===== src/rtl/pc_stack.sv =====
// Program counter with a hardware return-address stack.
// Control strobes are resolved in a fixed priority order:
// stall > ret > call > absolute branch > relative branch > increment.
// Only the winning action updates PC, the stack and the sticky error flag.
module pc_stack #(
  parameter int               Psize    = 8,
  parameter int               Depth    = 4,
  parameter logic [Psize-1:0] ResetVec = '0
) (
  input  logic                       clk,
  input  logic                       reset,
  input  logic                       PCstall,
  input  logic                       PCincr,
  input  logic                       PCabsbranch,
  input  logic                       PCrelbranch,
  input  logic                       PCcall,
  input  logic                       PCret,
  input  logic [Psize-1:0]           Branchaddr,
  output logic [Psize-1:0]           PCout,
  output logic [$clog2(Depth+1)-1:0] StackCount,
  output logic                       StackFull,
  output logic                       StackEmpty,
  output logic                       StackErr
);

  localparam int Cw = $clog2(Depth + 1);
  localparam int Aw = (Depth > 1) ? $clog2(Depth) : 1;
  localparam logic [Cw-1:0] FullCnt = Cw'(Depth);

  logic [Psize-1:0] pc_q, pc_d, pc_inc;
  logic [Cw-1:0]    cnt_q, cnt_d;
  logic             err_q, err_d;
  logic             push;
  logic [Aw-1:0]    push_idx, top_idx;
  logic [Psize-1:0] stack_q [Depth];

  assign pc_inc   = pc_q + Psize'(1);
  // Free slot is at index cnt; top of stack at cnt-1 (only read when non-empty).
  assign push_idx = Aw'(cnt_q);
  assign top_idx  = Aw'(cnt_q - Cw'(1));

  // Resolve strobe priority into next PC, stack depth, error flag and push enable.
  always_comb begin
    pc_d  = pc_q;
    cnt_d = cnt_q;
    err_d = err_q;
    push  = 1'b0;
    if (PCstall) begin
      pc_d = pc_q;
    end else if (PCret) begin
      if (cnt_q == '0) begin
        // Underflow behaves as a no-op instruction.
        pc_d  = pc_inc;
        err_d = 1'b1;
      end else begin
        pc_d  = stack_q[top_idx];
        cnt_d = cnt_q - Cw'(1);
      end
    end else if (PCcall) begin
      // The jump is taken even when the return address cannot be saved.
      pc_d = Branchaddr;
      if (cnt_q == FullCnt) begin
        err_d = 1'b1;
      end else begin
        push  = 1'b1;
        cnt_d = cnt_q + Cw'(1);
      end
    end else if (PCabsbranch) begin
      pc_d = Branchaddr;
    end else if (PCrelbranch) begin
      // Modulo-2^Psize addition is identical to adding the sign-extended offset.
      pc_d = pc_q + Branchaddr;
    end else if (PCincr) begin
      pc_d = pc_inc;
    end
  end

  // PC, stack depth and sticky error register with asynchronous reset.
  always_ff @(posedge clk or posedge reset) begin
    if (reset) begin
      pc_q  <= ResetVec;
      cnt_q <= '0;
      err_q <= 1'b0;
    end else begin
      pc_q  <= pc_d;
      cnt_q <= cnt_d;
      err_q <= err_d;
    end
  end

  // Return-address storage; contents are meaningless above the current depth.
  always_ff @(posedge clk) begin
    if (push) begin
      stack_q[push_idx] <= pc_inc;
    end
  end

  assign PCout      = pc_q;
  assign StackCount = cnt_q;
  assign StackFull  = (cnt_q == FullCnt);
  assign StackEmpty = (cnt_q == '0);
  assign StackErr   = err_q;

endmodule


===== config.mk =====
export PLATFORM = sky130hd
export DESIGN_NAME = pc_stack
export DESIGN_NICKNAME = d
export VERILOG_FILES = /design/src/rtl/pc_stack.sv
export SDC_FILE = /design/constraint.sdc
export NUM_CORES = 1
export LEC_CHECK = 0
export CAP_MARGIN = 20
export CORE_MARGIN = 8
export CORE_UTILIZATION = 45
export DETAILED_ROUTE_END_ITERATION = 12
export GPL_ROUTABILITY_DRIVEN = 0
export PLACE_DENSITY = 0.73
export REMOVE_ABC_BUFFERS = 1
export SYNTH_ARGS = -nofsm -noshare
export SYNTH_HDL_FRONTEND = slang
export SYNTH_SLANG_ARGS = --single-unit

===== constraint.sdc =====
create_clock -name clk -period 2.8 [get_ports clk]
set_input_delay 0.84 -clock clk [delete_from_list [all_inputs] [get_ports clk]]
set_output_delay 0.84 -clock clk [all_outputs]
set_load 0.01 [all_outputs]

==> out/metrics.yaml <==
status: "completed"
num_antenna_cells: 0
cp_slowest_cell: "clkdlybuf4s50_1"
power_mw: 3.065
finalCriticalPeriod_ns: 2.640
drive_above_1_share_pct: 14.29
crit_chain: "inv_1 > ha_1 > ha_1 > clkdlybuf4s50_1"
synth_area_mm2: 0.002643
ys_async_sr_fraction_pct: 27.27
drv_cap: 0
wl_met1_um: 2813
drc_errors: 0
crit_type: "flop to output pin"
seq_area_frac_synth_pct: 47.73
slowest_delay_ns: 0.57
wl_met2_um: 2900
grt_pass1_vias: 2003
clockBufferDepth: 2
synth_top_area_share_pct: 36.36
dr.first_iter.drc_count: 110
fin_ws_ns: 0.1599
ys_seq_elements: 44
post_cts_resized: 0
rr_endpoint: "PCout[6]"
routed.top_layer: "met4"
post_drt_wl_per_cell_um: 17.19
clkTransAtPathRegs_ns: 0.09
grt_usage_pct: 14.90
insertion_delay_ns: 0.30
post-place-ws_ns: -0.2079
maxSlewViolCount: 0
ys_top_cells_by_area: "edfxtp_1 (36%), dfrtp_1 (11%), mux4_1 (7.0%)"
yosysUniqueCellTypes: 53
yosysTopAreaCell: "edfxtp_1"
hold-path-endpoint: "StackErr"
areaGrowthSynthToFinish_pct: 23.15
syn_inst: 229
leakage_nw: 1.242
numCtsBuffers: 5
fin_cells: 355
grt_max_degree: 18
min_delay_path_depth: 1
ys.warnings.count: 0
crit_required_ns: 1.96
critPathArrivalTime_ns: 1.80
max_slew_margin_pct: 63.05
cts_tree: "built"
rsz0062_at_grt: "false"
wl_met3_um: 341
core_area_mm2: 0.005781
fillers: 511
rr_worst_depth: 7
grt_pass1_wl_um: 10050
die_width_um: 92.63
io_pins: 30
hp-start: "StackErr"
drtAntennaViolNets: 0
cp_max_fo: 4
placedCellCount: 347
timing.rr.start: "StackCount[1]"
hold_violations: 0
start_util_pct: 45.71
fin_skew_ns: 0.006334
overflow: 0
holdWs_ns: 0.4759
start_kind: "flop"
syn_area_per_cell_um2: 11.54
fmax_mhz: 378.8
setup_violations: 0
cts-root-buf: "clkbuf_8"
die_area_mm2: 0.008580
fp-row-count: 28
p_per_area_mw_per_mm2: 941.7
end_kind: "output pin"
min_path_type: "flop to flop"
ctsHoldBuffers: 0
dr.pass1.iters: 6
grt_antenna_before_repair: 0
vias: 1979
io_buffer_count: 29
dp.final_hpwl_um: 4591
synthFlopType: "edfxtp_1"
worstMarginPinSlew_ns: 0.5536
via_per_inst: 5.575
final_nets: 310
synth-edff-count: 32
reg2reg_slack_ns: 0.69
h-tree-depth: 2
post_cts_buffers: 0
post-route-period-util_pct: 94.29
ir_drop_mv: 0.6298
routed_wirelength_um: 6101
clock_sinks: 44
die_h_um: 92.63
cp_common_cell: "ha_1"
area by class of cell:
cell class / count / area, um2 / share of cell area [%]
clock buffers: 5 / 68.82 / 2.115
well taps: 75 / 93.84 / 2.884
flip-flops and latches: 44 / 1261 / 38.75
inverters: 14 / 52.55 / 1.615
repair buffers: 52 / 462.9 / 14.23
multi-input cells: 162 / 1272 / 39.10
clock inverters: 3 / 42.54 / 1.307
cells by family after synthesis:
logic type	after synthesis	synth area share, %
fa+ha+maj	15	7.386
simple gates	68	13.21
flops	44	47.73
xor+xnor	10	3.315
mux	10	8.665
buf+inv	23	4.355
compound gates	59	15.34
cell usage after synthesis (3+ instances only):
| cell | n |
|---|---|
| o31ai_1 | 5 |
| a211oi_1 | 3 |
| mux4_1 | 7 |
| nor2_1 | 17 |
| ha_1 | 14 |
| nand2b_1 | 3 |
| o22ai_1 | 3 |
| inv_1 | 13 |
| xnor2_1 | 7 |
| o21ai_0 | 12 |
| a21oi_1 | 14 |
| xor2_1 | 3 |
| nor3_1 | 5 |
| dfrtp_1 | 12 |
| o21a_1 | 4 |
| nand3_1 | 9 |
| and2_1 | 4 |
| buf_2 | 3 |
| nand2_1 | 16 |
| edfxtp_1 | 32 |
worst max-delay path: cells and delay by family, from the launching register on:
kind	cells	cell delay (ns)
adders and majority gates	2	0.42
buffers and inverters	2	0.67
DFF	1	0.42
stage by stage:
stage               area, um2  util (%)  setup TNS [ns]
finish                   3254     56.30               0
CTS                      3248     56.19               0
floorplan                2580         -               0
detailed placement       3137     54.26         -0.3231
global placement         3137     54.26         -0.2042
global route             3254     56.30               0
cells in the final DEF (no fill, tap or decap), types with 3 or more instances in the layout:
cell              n
buf_4            23
edfxtp_1         32
o21a_1            4
nand2b_1          3
mux4_1            7
clkdlybuf4s50_1  29
ha_1             13
nor2_1           17
nand3_1           9
nor3_1            5
o21ai_0          12
a21oi_1          14
a211oi_1          3
inv_1            13
dfrtp_1          12
xnor2_1           7
o31ai_1           5
xor2_1            3
nand2_1          16
and2_1            4
o22ai_1           3
clkbuf_8          5
how the worst max path moves through the flow:
stage | startpoint | end | slack (ns) | cells past startpoint
after floorplan | Branchaddr[0] | PCout[4] | 0.39 | 8
after global placement | Branchaddr[0] | PCout[4] | -0.15 | 9
after detailed placement | Branchaddr[0] | PCout[4] | -0.21 | 9
after CTS | Branchaddr[0] | PCout[4] | 0.09 | 9
after global routing | Branchaddr[0] | PCout[4] | 0.02 | 10
final | StackCount[1] | StackFull | 0.16 | 4
layer usage:
metal	global-route usage (%)	up-vias
li1	-	968
met4	3.221	0
met1	19.64	950
met2	24.31	55
met5	0	-
met3	3.560	6
power breakdown:
group / leakage (nW) / switching (mW) / total [mW] / internal [mW]
logic: 0.752 / 0.800 / 1.56 / 0.758
registers: 0.434 / 0.122 / 1.02 / 0.898
clock network: 0.0558 / 0.223 / 0.488 / 0.264
registers in the layout (all words and copies together), names as in the netlist:
signal	flops
stack_q	32
PCout	8
StackCount	3
StackErr	1
No activity file was read; power rests on OpenSTA's default activity.
